### config.mk
export PLATFORM = sky130hd
export DESIGN_NAME = pll_lock_supervisor
export DESIGN_NICKNAME = d
export VERILOG_FILES = /design/src/rtl/pll_lock_supervisor.sv
export SDC_FILE = /design/constraint.sdc
export NUM_CORES = 1
export LEC_CHECK = 0
export CORE_MARGIN = 2
export CORE_UTILIZATION = 58
export CTS_CLUSTER_DIAMETER = 30
export CTS_CLUSTER_SIZE = 20
export DETAILED_ROUTE_END_ITERATION = 7
export MAX_ROUTING_LAYER = met4
export PLACE_DENSITY = 0.82
export SYNTH_ARGS = -nofsm -noshare
export SYNTH_HDL_FRONTEND = slang
export SYNTH_SLANG_ARGS = --single-unit
### constraint.sdc
create_clock -name clk_pix -period 2.7 [get_ports clk_pix]
set_input_delay 0.27 -clock clk_pix [delete_from_list [all_inputs] [get_ports clk_pix]]
set_output_delay 0.27 -clock clk_pix [all_outputs]
set_load 0.01 [all_outputs]
### src/rtl/pll_lock_supervisor.sv
// PLL lock supervisor: synchronises LOCK, holds rst_pix until LOCK settles, filters dropouts.
// Optional WAIT_LOCK/SETTLE timeout flag enabled by defining PLL_LOCK_TIMEOUT_EN.
module pll_lock_supervisor #(
  parameter int unsigned SYNC_STAGES    = 2,
  parameter int unsigned SETTLE_CYCLES  = 1024,
  parameter int unsigned GLITCH_CYCLES  = 4,
  parameter int unsigned CNT_W          = 8,
  parameter int unsigned TIMEOUT_CYCLES = 1 << 20
) (
  input  logic             clk_pix,
  input  logic             rst_n,
  input  logic             pll_lock,
  input  logic             clear_stats,
  output logic             rst_pix,
  output logic             ready,
  output logic [CNT_W-1:0] loss_count,
  output logic             glitch_seen,
  output logic             timeout
);

  localparam int unsigned SETTLE_W = (SETTLE_CYCLES > 1) ? $clog2(SETTLE_CYCLES) : 1;
  localparam int unsigned LOW_W    = $clog2(GLITCH_CYCLES + 1);

  localparam logic [1:0] WAIT_LOCK = 2'd0;
  localparam logic [1:0] SETTLE    = 2'd1;
  localparam logic [1:0] RUN       = 2'd2;

  if (SYNC_STAGES < 2 || SETTLE_CYCLES < 2 || GLITCH_CYCLES < 1 || TIMEOUT_CYCLES < 1) begin : g_param_check
    $error("pll_lock_supervisor: illegal parameter value");
  end

  logic [SYNC_STAGES-1:0] sync_q;
  logic                   lock_s;
  logic [1:0]             state;
  logic [1:0]             state_next;
  logic [SETTLE_W-1:0]    settle_cnt;
  logic [SETTLE_W-1:0]    settle_cnt_next;
  logic [LOW_W-1:0]       low_cnt;
  logic [LOW_W-1:0]       low_cnt_next;
  logic                   loss_evt;
  logic                   glitch_evt;

  assign lock_s = sync_q[SYNC_STAGES-1];

  // LOCK synchroniser
  always_ff @(posedge clk_pix) begin
    if (!rst_n) begin
      sync_q <= '0;
    end else begin
      sync_q <= {sync_q[SYNC_STAGES-2:0], pll_lock};
    end
  end

  // State and counter registers
  always_ff @(posedge clk_pix) begin
    if (!rst_n) begin
      state      <= WAIT_LOCK;
      settle_cnt <= '0;
      low_cnt    <= '0;
    end else begin
      state      <= state_next;
      settle_cnt <= settle_cnt_next;
      low_cnt    <= low_cnt_next;
    end
  end

  // Next-state: settle qualification and RUN dropout filtering
  always_comb begin
    state_next      = state;
    settle_cnt_next = settle_cnt;
    low_cnt_next    = low_cnt;
    loss_evt        = 1'b0;
    glitch_evt      = 1'b0;
    case (state)
      WAIT_LOCK: begin
        if (lock_s) begin
          state_next      = SETTLE;
          settle_cnt_next = '0;
        end
      end
      SETTLE: begin
        if (!lock_s) begin
          state_next = WAIT_LOCK;
        end else if (settle_cnt == SETTLE_W'(SETTLE_CYCLES - 1)) begin
          state_next   = RUN;
          low_cnt_next = '0;
        end else begin
          settle_cnt_next = settle_cnt + SETTLE_W'(1);
        end
      end
      RUN: begin
        if (low_cnt == LOW_W'(GLITCH_CYCLES)) begin
          state_next   = WAIT_LOCK;
          low_cnt_next = '0;
          loss_evt     = 1'b1;
        end else if (lock_s) begin
          glitch_evt   = (low_cnt != '0);
          low_cnt_next = '0;
        end else begin
          low_cnt_next = low_cnt + LOW_W'(1);
        end
      end
      default: begin
        state_next = WAIT_LOCK;
      end
    endcase
  end

  // Registered outputs; clear_stats wins over same-cycle events
  always_ff @(posedge clk_pix) begin
    if (!rst_n) begin
      rst_pix     <= 1'b1;
      ready       <= 1'b0;
      loss_count  <= '0;
      glitch_seen <= 1'b0;
    end else begin
      rst_pix <= (state != RUN);
      ready   <= (state == RUN);
      if (clear_stats) begin
        loss_count  <= '0;
        glitch_seen <= 1'b0;
      end else begin
        if (loss_evt && (loss_count != '1)) begin
          loss_count <= loss_count + CNT_W'(1);
        end
        if (glitch_evt) begin
          glitch_seen <= 1'b1;
        end
      end
    end
  end

`ifdef PLL_LOCK_TIMEOUT_EN
  localparam int unsigned TO_W = (TIMEOUT_CYCLES > 1) ? $clog2(TIMEOUT_CYCLES) : 1;

  logic [TO_W-1:0] timeout_cnt;
  logic            timeout_hit;

  // Counter stops one short of the limit so it never needs an extra bit
  assign timeout_hit = (state != RUN) && (timeout_cnt == TO_W'(TIMEOUT_CYCLES - 1));

  always_ff @(posedge clk_pix) begin
    if (!rst_n) begin
      timeout_cnt <= '0;
      timeout     <= 1'b0;
    end else begin
      if (state == RUN) begin
        timeout_cnt <= '0;
      end else if (!timeout_hit) begin
        timeout_cnt <= timeout_cnt + TO_W'(1);
      end
      if (clear_stats) begin
        timeout <= 1'b0;
      end else if (timeout_hit) begin
        timeout <= 1'b1;
      end
    end
  end
`else
  assign timeout = 1'b0;
`endif

endmodule

After elaboration in Yosys (flattened, before gate mapping) --
Index checks and enable logic that the tools add are counted.
Word-level totals: register bits after elaboration 28
Operators by class: mux-type cells 19, reductions and logical operators 9, add/subtract/negate cells 3, bitwise operators 1, eq/ne operators 12
Operators with widths (number):
- $mux W10 | 3
- $pmux W10 S2 | 1
- $mux W3 | 4
- $ne A2 B2 Y1 const B | 6
- $add A10 B1 Y10 const B | 1
- $eq A10 B10 Y1 const B | 1
- $add A8 B1 Y8 const B | 1
- $mux W2 | 4
- $ne A8 B8 Y1 const B | 1
- $pmux W2 S3 | 1
- $pmux W3 S2 | 1
- $reduce_and A3 Y1 | 2
- $mux W1 | 5
- $reduce_and A4 Y1 | 1
- $reduce_bool A2 Y1 | 2
- $add A3 B1 Y3 const B | 1
- $eq A3 B3 Y1 const B | 1
- $ne A3 B3 Y1 const B | 1
- $reduce_bool A3 Y1 | 1
- $eq A2 B1 Y1 const B | 1
- $eq A2 B2 Y1 const B | 1
- $logic_not A2 Y1 | 1
- $reduce_or A2 Y1 | 1
- $logic_and A1 B1 Y1 | 1
- $not A1 Y1 | 1

Longest topological paths before layout --
Gate-level depths: netlist of the first run.
depth after elaboration 4, depth in mapped cells 7, depth with buffers taken out 6

Least setup slack after synthesis of the first run --
Ideal clock, no wire load.
path kind reg2reg, start point register settle_cnt[0], end point register settle_cnt[9], stages on the path, launching flop included 7, setup slack 975 ps, arrival 1655 ps, path buffers 1, data required time 2630 ps, path through dfxtp_1 > ha_1 > and3_1 > clkbuf_1 > a31o_2 > or4_1 > a21oi_1
On the way: longest elaborated chain between the ends 4, elaborated cells between the ends (all ways) 7, classes of those cells 1 x add/sub; 2 x eq/ne; 3 x mux; 1 x reduce/logical
Ends and longest elaborated chain:
- start: declaration | RTL line 36 | logic [SETTLE_W-1:0] settle_cnt;
- start signal: assignment | RTL line 62 | settle_cnt <= settle_cnt_next;
- $add A10 B1 Y10 | RTL line 88 | settle_cnt_next = settle_cnt + SETTLE_W'(1);
- $mux W10 | RTL line 84 | end else if (settle_cnt == SETTLE_W'(SETTLE_CYCLES - 1)) begin
- $mux W10 | RTL line 82 | if (!lock_s) begin
- $pmux W10 S2 | RTL line 74 | case (state)
Several ways; a longest one is shown, not always the timed one. The select of a mux whose other input is x is not followed. A chain may end at the register's enable or synchronous reset.

Worst setup path after layout of the first run --
start point register low_cnt[0], end point register loss_count[7]
On the way: longest elaborated chain between the ends 4
Ends and longest elaborated chain:
- start: declaration | RTL line 38 | logic [LOW_W-1:0] low_cnt;
- start signal: assignment | RTL line 63 | low_cnt <= low_cnt_next;
- $eq A3 B3 Y1 | RTL line 92 | if (low_cnt == LOW_W'(GLITCH_CYCLES)) begin
- $mux W1 | RTL line 92
- $mux W1 | RTL line 74
- $logic_and A1 B1 Y1 | RTL line 123 | if (loss_evt && (loss_count != '1)) begin
- end signal: assignment | RTL line 124 | loss_count <= loss_count + CNT_W'(1);
- end: declaration | RTL line 16 | output logic [CNT_W-1:0] loss_count,
Every way passes these cells.

==> results of run 1 <==
[final timing paths]
kind,startpoint,cells after the start,end
max,low_cnt[0],6,loss_count[7]
max reg2reg,low_cnt[0],6,loss_count[7]
min reg2reg,sync_q[0],1,sync_q[1]
min,sync_q[0],1,sync_q[1]
[area by class of cell]
cell class / count / area (um2) / share of cell area [%]
repair buffers: 16 / 155 / 10.1
flip-flops and latches: 28 / 561 / 36.5
multi-input cells: 115 / 721 / 46.9
clock buffers: 4 / 36.3 / 2.36
well taps: 28 / 35.0 / 2.28
inverters: 8 / 30.0 / 1.95
[Yosys cell counts, types with 2 or more instances]
cell,count
dfxtp_1,28
a21oi_1,21
nor2_1,10
o21ai_0,10
nand2_1,9
nand3_1,9
inv_1,8
or3_1,7
or4_1,5
ha_1,4
o31ai_1,4
a31oi_1,3
and3_1,3
and4_1,3
clkbuf_1,3
a41oi_1,2
and2_1,2
and2b_1,2
buf_2,2
nand2b_1,2
nand4_1,2
o41ai_1,2
or3b_2,2
[sequential cells by signal, summed over array words and instances (netlist names)]
register,count
sync_q,2
low_cnt,3
settle_cnt,10
ready,1
glitch_seen,1
loss_count,8
state,2
rst_pix,1
[critical path, stage by stage (launching register included)]
cell	delay (ns)
dfxtp_1	0.37
inv_1	0.07
ha_1	0.26
nand4b_4	0.14
a41o_1	0.33
or4_1	0.51
a21oi_1	0.15
[power by group through the flow]
stage	clock network (uW)	registers, uW	logic [uW]
after global routing	224	418	24.4
after global placement	0	426	20.8
final	203	417	21.4
after detailed placement	0	426	21.2
after CTS	205	417	21.4
after floorplan	0	425	13.5
[placed cells by master (no fill, tap or decap), types with 2 or more instances in the layout]
cell type        count
and3_1               3
a21oi_1             21
a41oi_1              2
and2_1               2
buf_4                2
dfxtp_1             28
and4_1               3
and2b_1              2
nand3_1              9
nor2_1              10
or3b_2               2
clkbuf_4             3
or3_1                7
nand2_1              9
o21ai_0             10
nand4_1              2
or4_1                5
clkdlybuf4s50_1     14
ha_1                 4
a31oi_1              3
inv_1                8
o31ai_1              4
nand2b_1             2
o41ai_1              2
[metal layers]
metal | share of wire, % | GRT usage [%] | wire length (um)
met2 | 48 | 36.7 | 1360
met4 | 0.60 | 6.41 | 17
met3 | 2.5 | 2.86 | 71
met5 | 0 | - | 0
met1 | 49 | 30.9 | 1370
[logic make-up after synthesis]
kind of cell	after synthesis	share of synthesized area, %
buf+inv	16	5.45
compound gates	46	20.4
mux	1	0.739
other cells	1	0.277
xor+xnor	1	0.646
simple gates	62	27.4
fa+ha+maj	4	3.69
flops	28	41.4
[metrics by stage]
step           utilization (%)  instance area [um2]  hold slack [ns]  setup WS (ns)
2_1_floorplan                -                 1360            0.392          0.975
3_3_place_gp              67.9                 1500            0.419          0.952
3_5_place_dp              67.9                 1500            0.435          0.857
4_1_cts                   69.5                 1540            0.469          0.826
5_1_grt                   69.5                 1540            0.490          0.694
6_report                  69.5                 1540            0.469          0.811
==> run_results.csv, run 1 <==
group,metric,value,unit
run_status,outcome,"completed",
logic_synthesis,synth_edf_count,0,
timing,finalClockSkew,0.00358,ns
cells_and_area,antenna_cells,0,
cells_and_area,instances_no_fill,199,
pwr,ir_drop,0.295,mV
logic_synthesis,synthesis.instances,159,
drt,drt-pass1-iter-count,4,
timing,hold_viol,0,
timing,slew_viol_final,0,
pwr,p_leak,0.000509,uW
floorplanning,fp.coreArea,2210,um2
critical_path,crit_path_max_fanout,10,
drt,drt_iter0_markers,29,
timing,fmax,0.529,GHz
logic_synthesis,yosysSeqAreaShare,41.4,%
logic_synthesis,synth.distinct_cells,39,
clock_tree,cts_setup_buffers,0,
drt,wire_per_inst,14.2,um
cells_and_area,drive_gt1_share,6.43,%
logic_synthesis,yosys_most_used_dff,"dfxtp_1",
floorplanning,fp.dieW,52.3,um
logic_synthesis,synth_nets,167,
pwr,power_frac_comb,3.3,%
grt,antenna_found_initial,0,
logic_synthesis,syn_area,1360,um2
clock_tree,htreeDepth,1,
clock_tree,cts_buffer_depth,2,
clock_tree,clk_pin_slew_worst_paths,0.15,ns
floorplanning,fp.dieH,52.3,um
timing,rsz0062_at_grt,"no",
timing,worstMarginPinSlew,0.514,ns
drt,antenna_left,0,
timing,finalSetupTns,0,ns
grt,grt_max_degree,17,
timing,relSlewSlack,65.7,%
timing,setup_viol,0,
clock_tree,cts_resized,0,
logic_synthesis,yosysTopAreaCell,"dfxtp_1",
critical_path,critPathLaunchType,"flop",
floorplanning,dieArea,2740,um2
drt,vias,1189,
clock_tree,clk_latency,0.32,ns
floorplanning,fp-row-count,17,
clock_tree,cts_buffers,3,
logic_synthesis,synth_top_area_share,41.4,%
clock_tree,tritoncts,"yes",
drt,drc,0,
floorplanning,start_util,61.3,%
critical_path,reg2reg_slack,0.81,ns
clock_tree,cts.sinks,28,
cells_and_area,final_nets,180,
run,max_cap_violations,0,
logic_synthesis,yosys_warnings,0,
timing,layout_min_cycle_time,1.89,ns
critical_path,worst_ep_arrival_time,2.15,ns
grt,grt_use_total,23.0,%
pwr,intPower,506,uW
pwr,pwr-share-seq,65.1,%
cells_and_area,num-fill-cells,182,
cells_and_area,synthToLayoutAreaGrowth,13.5,%
worst_hold_path,min_path_type,"flop to flop",
pwr,total_power,642,uW
pwr,p_switching,135,uW
placed_design,port_buffers,14,
pwr,clockPowerShare,31.6,%
logic_synthesis,ys_async_sr_fraction,0,%
logic_synthesis,yosys-top-cells-area,"dfxtp_1 (41%), a21oi_1 (7.8%), ha_1 (3.7%)",
clock_tree,holdBufCountCts,0,
pwr,switching_share,21.1,%
grt,grt_pass1_vias,1070,
logic_synthesis,avgSynthCellArea,8.52,um2
placed_design,dp_hpwl,2.04,mm
critical_path,worstPathRequired,2.96,ns
pwr,power_density,417,nW/um2
drt,drt-vias-per-instance,5.97,
logic_synthesis,ys_seq_elements,28,
timing,fin_crit_sh,70.0,%
grt,grt-ovfl-total,0,
placed_design,place.gp.congestion,0.854,
placed_design,dp_cells,195,
critical_path,path_class,"flop to flop",
grt,grt_first_pass_wirelength,4.68,mm
drt,drt-total-wl,2.82,mm
critical_path,crit_path_end_kind,"flop",
clock_tree,cts_root_buf,"clkbuf_4",
floorplanning,ios,16,
Note: power is estimated with default switching activity, not from simulation.
==> run 2, diff against run 1 <==
- CORE_UTILIZATION: 58 -> 49
- PLACE_DENSITY: 0.82 -> 0.74
- clock period: 2.7 -> 1.7 ns (I/O delays scaled with it)
==> run_results.csv, run 2 (same netlist as run 1, synthesis figures left out) <==
group,metric,value,unit
run_status,outcome,"completed",
cells_and_area,multi_input_area,791,um2
drt,drt-pass1-iter-count,4,
floorplanning,fp-row-count,19,
timing,setup_viol,0,
timing,rsz0062_at_grt,"yes",
timing,hold_viol,0,
timing,fin_ws,0.0634,ns
run,max_cap_violations,0,
pwr,total_power,1140,uW
cells_and_area,synthToLayoutAreaGrowth,26.0,%
clock_tree,cts_root_buf,"clkbuf_4",
grt,grt_pass1_vias,1089,
cells_and_area,final_nets,190,
timing,fin_crit_sh,96.3,%
cells_and_area,reg.largest.list,"settle_cnt (10), loss_count (8), low_cnt (3)",
timing,finalClockSkew,0.0104,ns
floorplanning,fp.dieH,56.6,um
cells_and_area,final-seq-area,566,um2
placed_design,dp_hpwl,1.99,mm
grt,grt-ovfl-total,0,
critical_path,worstPathRequired,1.98,ns
cells_and_area,stdcell_area,1710,um2
worst_hold_path,min_path_type,"input port to flop",
drt,vias,1230,
cells_and_area,antenna_cells,0,
pwr,p_leak,0.000571,uW
grt,antenna_found_initial,0,
floorplanning,fp.dieW,56.6,um
cells_and_area,largest_register,"settle_cnt",
drt,wire_per_inst,13.3,um
timing,fmax,0.611,GHz
drt,antenna_left,0,
cells_and_area,final_common_cell,"dfxtp_1",
critical_path,crit_path_end_kind,"flop",
clock_tree,holdBufCountCts,0,
cells_and_area,drive_gt1_share,19.9,%
drt,drc,0,
critical_path,worst_ep_arrival_time,1.92,ns
clock_tree,cts.sinks,28,
cells_and_area,largest_register_ffs,10,
pwr,power_density,668,nW/um2
floorplanning,start_util,50.4,%
clock_tree,clk_latency,0.33,ns
grt,grt_max_degree,17,
placed_design,place.gp.congestion,0.872,
floorplanning,fp.coreArea,2690,um2
drt,drt-total-wl,2.82,mm
placed_design,dp_slack,-0.0187,ns
clock_tree,tritoncts,"yes",
cells_and_area,utilization,63.6,%
clock_tree,cts_buffer_depth,2,
grt,grt_first_pass_wirelength,4.72,mm
placed_design,postPlaceCellArea,1570,um2
timing,slew_viol_final,0,
pwr,ir_drop,0.553,mV
clock_tree,clk_pin_slew_worst_paths,0.16,ns
drt,drt-vias-per-instance,5.80,
timing,layout_min_cycle_time,1.64,ns
placed_design,port_buffers,14,
clock_tree,htreeDepth,1,
floorplanning,dieArea,3200,um2
timing,finalSetupTns,0,ns
cells_and_area,final_cell_mix,"dfxtp_1 (24), a21oi_1 (19), clkdlybuf4s50_1 (14)",
grt,grt_use_total,18.8,%
floorplanning,ios,16,
cells_and_area,num-fill-cells,219,
drt,drt_iter0_markers,79,
critical_path,critPathLaunchType,"flop",
clock_tree,cts_buffers,3,
critical_path,path_class,"flop to flop",
critical_path,crit_path_max_fanout,7,
==> run 2: routing by layer <==
layer / track usage (%) / part of all wire, %
met1: 23.9 / 47
met2: 31.2 / 48
met3: 2.07 / 3.3
met4: 6.12 / 0.85
met5: - / 0
==> run 2: path summary, 6_finish.rpt <==
path	slack (ns)	to	from	cells after the start
worst max-delay path	0.06	loss_count[5]	low_cnt[1]	6
worst min-delay path	0.41	sync_q[0]	pll_lock	2
worst max register to register	0.06	loss_count[5]	low_cnt[1]	6
worst min register to register	0.45	sync_q[1]	sync_q[0]	1
==> run 2: stage by stage <==
step,hold WS [ns],instances
5_1_grt,0.416,212
6_report,0.410,212
3_5_place_dp,0.423,205
2_1_floorplan,0.292,159
3_3_place_gp,0.424,205
4_1_cts,0.399,210
==> run 2: repair_timing <==
action | 4_1_cts | 5_1_grt
resized for setup | 3 | 12
setup buffers | 1 | 2
pin swaps | 0 | 4
gates cloned | 0 | 0
endpoints found under the setup margin | 4 | 4
==> run 2: final cells by class <==
| type | instances | area share (%) |
|---|---|---|
| clock buffer | 3 | 1.32 |
| inverter | 8 | 1.76 |
| tap | 31 | 2.27 |
| clock inverter | 1 | 1.76 |
| multi-input combinational | 115 | 46.3 |
| sequential | 28 | 33.1 |
| timing repair buffer | 26 | 13.5 |
==> run 2: worst max-delay path, stage by stage, from the launching register on <==
cell      delay, ns
dfxtp_2        0.37
inv_2          0.07
ha_4           0.16
nand4b_4       0.11
a41o_4         0.28
or4_4          0.48
a21oi_2        0.12
==> run 2: report_power, final <==
| group | internal, uW | leakage (uW) | switching, uW |
|---|---|---|---|
| sequential | 660 | 0.000228 | 3.32 |
| clock | 238 | 0.0000279 | 202 |
| combinational | 16.0 | 0.000315 | 21.1 |
| total | 914 | 0.000571 | 226 |
